===== config.mk =====
export PLATFORM = sky130hd
export DESIGN_NAME = battle_timer_hp
export DESIGN_NICKNAME = d
export VERILOG_FILES = /design/src/rtl/battle_timer_hp.sv
export SDC_FILE = /design/constraint.sdc
export NUM_CORES = 1
export LEC_CHECK = 0
export ABC_AREA = 1
export CORE_UTILIZATION = 40
export CTS_BUF_LIST = sky130_fd_sc_hd__clkbuf_16
export DETAILED_ROUTE_END_ITERATION = 10
export DONT_BUFFER_PORTS = 1
export PLACE_DENSITY = 0.55
export SYNTH_ARGS = -nofsm -noshare
export SYNTH_HDL_FRONTEND = slang
export SYNTH_SLANG_ARGS = --single-unit

===== constraint.sdc =====
create_clock -name Clk -period 2.4 [get_ports Clk]
set_input_delay 0.48 -clock Clk [delete_from_list [all_inputs] [get_ports Clk]]
set_output_delay 0.48 -clock Clk [all_outputs]
set_load 0.02 [all_outputs]

===== src/rtl/battle_timer_hp.sv =====
`default_nettype none
// ============================================================================
// Module   : battle_timer_hp
// Brief    : Battle HP tracker, survival countdown and i-frame window.
// Revision : 1.0 - initial release
// ============================================================================
module battle_timer_hp #(
    parameter int MAX_HP         = 10,
    parameter int DMG            = 1,
    parameter int FPS            = 60,
    parameter int BATTLE_SECONDS = 30,
    parameter int IFRAMES        = 30
) (
    input  logic       Clk,
    input  logic       Reset_n,
    input  logic [3:0] status,
    input  logic       frame_tick,
    input  logic       hit,
    output logic [3:0] HP,
    output logic       time_up,
    output logic [7:0] time_left,
    output logic       invuln
);

    localparam int         c_SUB_W    = (FPS > 1) ? $clog2(FPS) : 1;
    localparam logic [3:0] c_BATTLE   = 4'd5;
    localparam logic [3:0] c_MAX_HP   = 4'(MAX_HP);
    localparam logic [3:0] c_DMG      = 4'(DMG);
    localparam logic [7:0] c_SECONDS  = 8'(BATTLE_SECONDS);
    localparam logic [7:0] c_IFRAMES  = 8'(IFRAMES);
    localparam logic [c_SUB_W-1:0] c_SUB_LAST = c_SUB_W'(FPS - 1);

    typedef enum logic [2:0] {
        IDLE      = 3'd0,
        FIGHT     = 3'd1,
        INVULN    = 3'd2,
        DONE_WIN  = 3'd3,
        DONE_LOSE = 3'd4
    } state_t;

    state_t             state_q, state_d;
    logic [3:0]         prev_status_q;
    logic [3:0]         hp_q, hp_d;
    logic [7:0]         tl_q, tl_d;
    logic [c_SUB_W-1:0] sub_q, sub_d;
    logic [7:0]         ifr_q, ifr_d;
    logic               time_up_q, time_up_d;
    logic               invuln_q, invuln_d;

    logic               w_in_battle;
    logic               w_entry;
    logic               w_wrap;
    logic               w_timeout;
    logic               w_hit_acc;
    logic [3:0]         w_hp_hit;

    assign w_in_battle = (status == c_BATTLE);
    assign w_entry     = w_in_battle && (prev_status_q != c_BATTLE);
    assign w_wrap      = frame_tick && (sub_q == c_SUB_LAST);
    assign w_timeout   = w_wrap && (tl_q == 8'd1);
    assign w_hit_acc   = hit && (state_q == FIGHT);
    assign w_hp_hit    = (hp_q > c_DMG) ? (hp_q - c_DMG) : 4'd0;

    always_ff @(posedge Clk) begin
        if (!Reset_n) begin
            state_q       <= IDLE;
            prev_status_q <= 4'd0;
            hp_q          <= c_MAX_HP;
            tl_q          <= 8'd0;
            sub_q         <= '0;
            ifr_q         <= 8'd0;
            time_up_q     <= 1'b0;
            invuln_q      <= 1'b0;
        end else begin
            state_q       <= state_d;
            prev_status_q <= status;
            hp_q          <= hp_d;
            tl_q          <= tl_d;
            sub_q         <= sub_d;
            ifr_q         <= ifr_d;
            time_up_q     <= time_up_d;
            invuln_q      <= invuln_d;
        end
    end

    always_comb begin
        state_d   = state_q;
        hp_d      = hp_q;
        tl_d      = tl_q;
        sub_d     = sub_q;
        ifr_d     = ifr_q;
        time_up_d = time_up_q;
        invuln_d  = invuln_q;

        if (w_entry) begin
            state_d   = FIGHT;
            hp_d      = c_MAX_HP;
            tl_d      = c_SECONDS;
            sub_d     = '0;
            ifr_d     = 8'd0;
            time_up_d = 1'b0;
            invuln_d  = 1'b0;
        end else if (!w_in_battle) begin
            state_d   = IDLE;
            time_up_d = 1'b0;
            invuln_d  = 1'b0;
        end else if (state_q == FIGHT || state_q == INVULN) begin
            if (frame_tick) begin
                sub_d = w_wrap ? '0 : sub_q + 1'b1;
                if (w_wrap) tl_d = tl_q - 8'd1;
            end
            if (w_hit_acc) hp_d = w_hp_hit;

            // Damage resolves before the timeout so a killing blow on the last tick loses.
            if (w_hit_acc && w_hp_hit == 4'd0) begin
                state_d  = DONE_LOSE;
                invuln_d = 1'b0;
            end else if (w_timeout) begin
                state_d   = DONE_WIN;
                time_up_d = 1'b1;
                invuln_d  = 1'b0;
            end else if (w_hit_acc) begin
                state_d  = INVULN;
                ifr_d    = c_IFRAMES;
                invuln_d = 1'b1;
            end else if (state_q == INVULN && frame_tick) begin
                ifr_d = ifr_q - 8'd1;
                if (ifr_q == 8'd1) begin
                    state_d  = FIGHT;
                    invuln_d = 1'b0;
                end
            end
        end
    end

    assign HP        = hp_q;
    assign time_up   = time_up_q;
    assign time_left = tl_q;
    assign invuln    = invuln_q;

endmodule
`default_nettype wire


==> metrics.md <==
| Metric | Value |
|---|---|
| Vias | `1,906` |
| Clock Root Buffer | `clkbuf_16` |
| Period utilization | `0.791` |
| Die X | `74.3 µm` |
| Die area | `5530 µm²` |
| CTS tree | `done` |
| Layout fillers | `516` |
| Clk_skew | `0.00874 ns` |
| Syn Nets | `331` |
| Setup Crit Path Kind | `flop to flop` |
| Avg WL per Cell | `11.5 µm` |
| Synth cell types | `32` |
| Later-pin clock latency in the skew report | `0.28 ns` |
| Synth Register Bits | `35` |
| IO Count | `22` |
| Syn Std Cell Area | `2090 µm²` |
| Crit. End Element | `flop` |
| Core area | `4880 µm²` |
| Pre-CTS setup slack | `0.510 ns` |
| Number of max-cap violations | `0` |
| Iter 0 DRT Violations | `105` |
| # clock sinks | `35` |
| Max Clk Rate | `527 MHz` |
| CP max stage cell | `dfxtp_1` |
| NumNets Final | `336` |
| Startpoint types | `flop` |
| Syn_area_per_cell | `6.62 µm²` |
| Cell row count | `25` |
| Sequential share of the synthesized area | `0.335` |
| CP required | `2.62 ns` |
| Final TNS setup | `0 ns` |
| Grt total ovfl | `0` |
| Status | `finished clean` |
| Unrepaired setup endpoints after global routing | `false` |
| Post-cts resize count | `0` |
| Initial core utilization | `0.429` |
| Largest net degree at the start of global routing | `19` |
| Most frequent cells in the layout | `nand2_1, inv_1, nor2_1, dfxtp_1, nand3_1` |
| Post-Syn Instances | `316` |
| First-pass GRT wire length | `7.50 mm` |
| Slew @ Worst Pin | `0.392 ns` |
| Worst-path clk slew | `0.06 ns` |
| Leak | `0.00105 µW` |
| PD cells | `552 nW/µm²` |
| Worst-path cell chain | `inv_1 -> ha_1 -> xor2_1 -> o21ai_0 -> nand2_2 -> nand2_4 -> nand2_1 -> a21oi_1` |
| Antenna cells | `0` |
| Routed Antenna Nets | `0` |
| CTS buffer count | `5` |
| H-tree levels | `2` |
| Setup Viol. Count Final | `0` |
| GPL Wtd Cong | `0.845` |
| Post-place instance area | `2170 µm²` |
| Crit Reg-Reg Startpoint | `HP[0]` |
| Period minus WS final | `1.90 ns` |
| Initial antenna violation count | `0` |
| Pins over their slew limit | `0` |
| GRT Util Overall | `0.179` |
| Vias per inst | `4.90` |
| Final wirelength | `4.46 mm` |
| Max IR drop VDD | `249 µV` |
| Critical Path AT | `2.12 ns` |
| Synth-to-Final Area Change | `10.2%` |
| Commonest non-fill, non-tap cell in the layout | `nand2_1` |
| Fin area | `2310 µm²` |
| Die Height | `74.3 µm` |
| # hold bufs at CTS | `0` |
| Ratio of cells with drive above 1 in the final layout | `0.0932` |
| Max incr delay on CP | `0.50 ns` |
| Final hold slack | `0.291 ns` |
| Hold path start | `status[3]` |
| Vias in the first global route | `1,707` |
| Worst setup margin | `0.501 ns` |
| Maximum clock path buffer count | `2` |
| Detailed placement HPWL | `3.32 mm` |
| CP max FO | `14` |
| Number of I/O port buffers | `0` |
| CP startpoint | `HP[0]` |
| Max-slew headroom | `0.738` |
| Post-CTS Setup Repair Bufs | `0` |
| Final hold vios | `0` |
| Hold WC Path Type | `input port to flop` |
| TritonRoute pass-1 iters | `4` |
| Residual DRC count | `0` |
| Warnings from Yosys | `0` |
[flip-flops by register name, indices dropped and copies added (netlist names)]
signal,cells
invuln,1
time_left,8
sub_q,6
state_q,3
HP,4
ifr_q,8
time_up,1
prev_status_q,4
[power breakdown]
part / internal [µW] / total (µW) / switching (µW)
registers: 588 / 596 / 7.33
logic: 19.0 / 56.0 / 37.0
clock network: 378 / 623 / 245
total: 986 / 1270 / 289
[worst max-delay path, delay by kind of cell (launching register included)]
| family | cells | cell delay (ns) |
|---|---|---|
| AND/OR/NAND/NOR | 3 | 0.48 |
| AO/OA/AOI/OAI | 2 | 0.35 |
| flip-flops | 1 | 0.50 |
| adder cells (fa/ha/maj) | 1 | 0.24 |
| XOR/XNOR | 1 | 0.16 |
| buffers and inverters | 1 | 0.10 |
[routing by layer]
layer / vias to the layer above / global-route usage / routed length (µm)
met5: - / 0 / 0
li1: 1005 / - / -
met1: 866 / 0.212 / 2010
met4: 0 / 0.0881 / 91
met2: 28 / 0.312 / 2150
met3: 7 / 0.0339 / 210
[area by class of cell]
type,instances,area (µm²),share of cell area
inverters,45,169,0.0732
clock inverters,3,16.3,0.00705
clock buffers,5,125,0.0542
well taps,67,83.8,0.0363
repair buffers,1,7.51,0.00325
multi-input cells,233,1200,0.522
flip-flops and latches,35,701,0.304
[cell usage after synthesis]
| library cell | instances | area, µm² |
|---|---|---|
| a21oi_1 | 21 | 105 |
| nor2_2 | 1 | 6.26 |
| inv_2 | 3 | 11.3 |
| ha_1 | 7 | 87.6 |
| and2_1 | 1 | 6.26 |
| buf_4 | 2 | 15.0 |
| a211oi_1 | 1 | 7.51 |
| a21boi_0 | 1 | 7.51 |
| nor3b_2 | 1 | 12.5 |
| a21o_1 | 1 | 7.51 |
| xor2_1 | 5 | 43.8 |
| inv_1 | 42 | 158 |
| nor2_4 | 5 | 56.3 |
| nand3_2 | 1 | 10.0 |
| dfxtp_1 | 35 | 701 |
| nand2_2 | 3 | 18.8 |
| clkbuf_1 | 1 | 3.75 |
| o21ai_0 | 3 | 15.0 |
| nor3_4 | 1 | 16.3 |
| nand3_1 | 32 | 160 |
| nand3b_4 | 1 | 20.0 |
| o211ai_1 | 2 | 15.0 |
| nand4_2 | 1 | 12.5 |
| xnor2_1 | 2 | 17.5 |
| a31oi_1 | 3 | 18.8 |
| nor3_2 | 1 | 10.0 |
| nor2_1 | 40 | 150 |
| nand2_1 | 89 | 334 |
| nor3_1 | 1 | 5.00 |
| nand2_4 | 1 | 11.3 |
| nand4_1 | 5 | 31.3 |
| or2_2 | 3 | 18.8 |
[logic make-up (layout without fill, tap and decap cells)]
family	after synthesis	count (layout)	synth area share
AND/OR/NAND/NOR	187	187	0.420
AO/OA/AOI/OAI	32	32	0.0843
buffers and inverters	48	54	0.0897
flip-flops	35	35	0.335
XOR/XNOR	7	7	0.0293
adder cells (fa/ha/maj)	7	7	0.0418
[metrics by stage]
step / utilization / total power, µW / instances
CTS: 0.473 / 1300 / 389
detailed placement: 0.444 / 665 / 381
global route: 0.473 / 1330 / 389
floorplan: - / 654 / 316
global placement: 0.444 / 665 / 381
finish: 0.473 / 1270 / 389
[path summary, 6_finish.rpt]
path                      end  slack, ns  depth (start not counted)
max                  ifr_q[7]       0.50                          8
min          prev_status_q[3]       0.29                          2
max reg2reg          ifr_q[7]       0.50                          8
min reg2reg          ifr_q[1]       0.48                          2
Power figures use the tool's default switching activity.
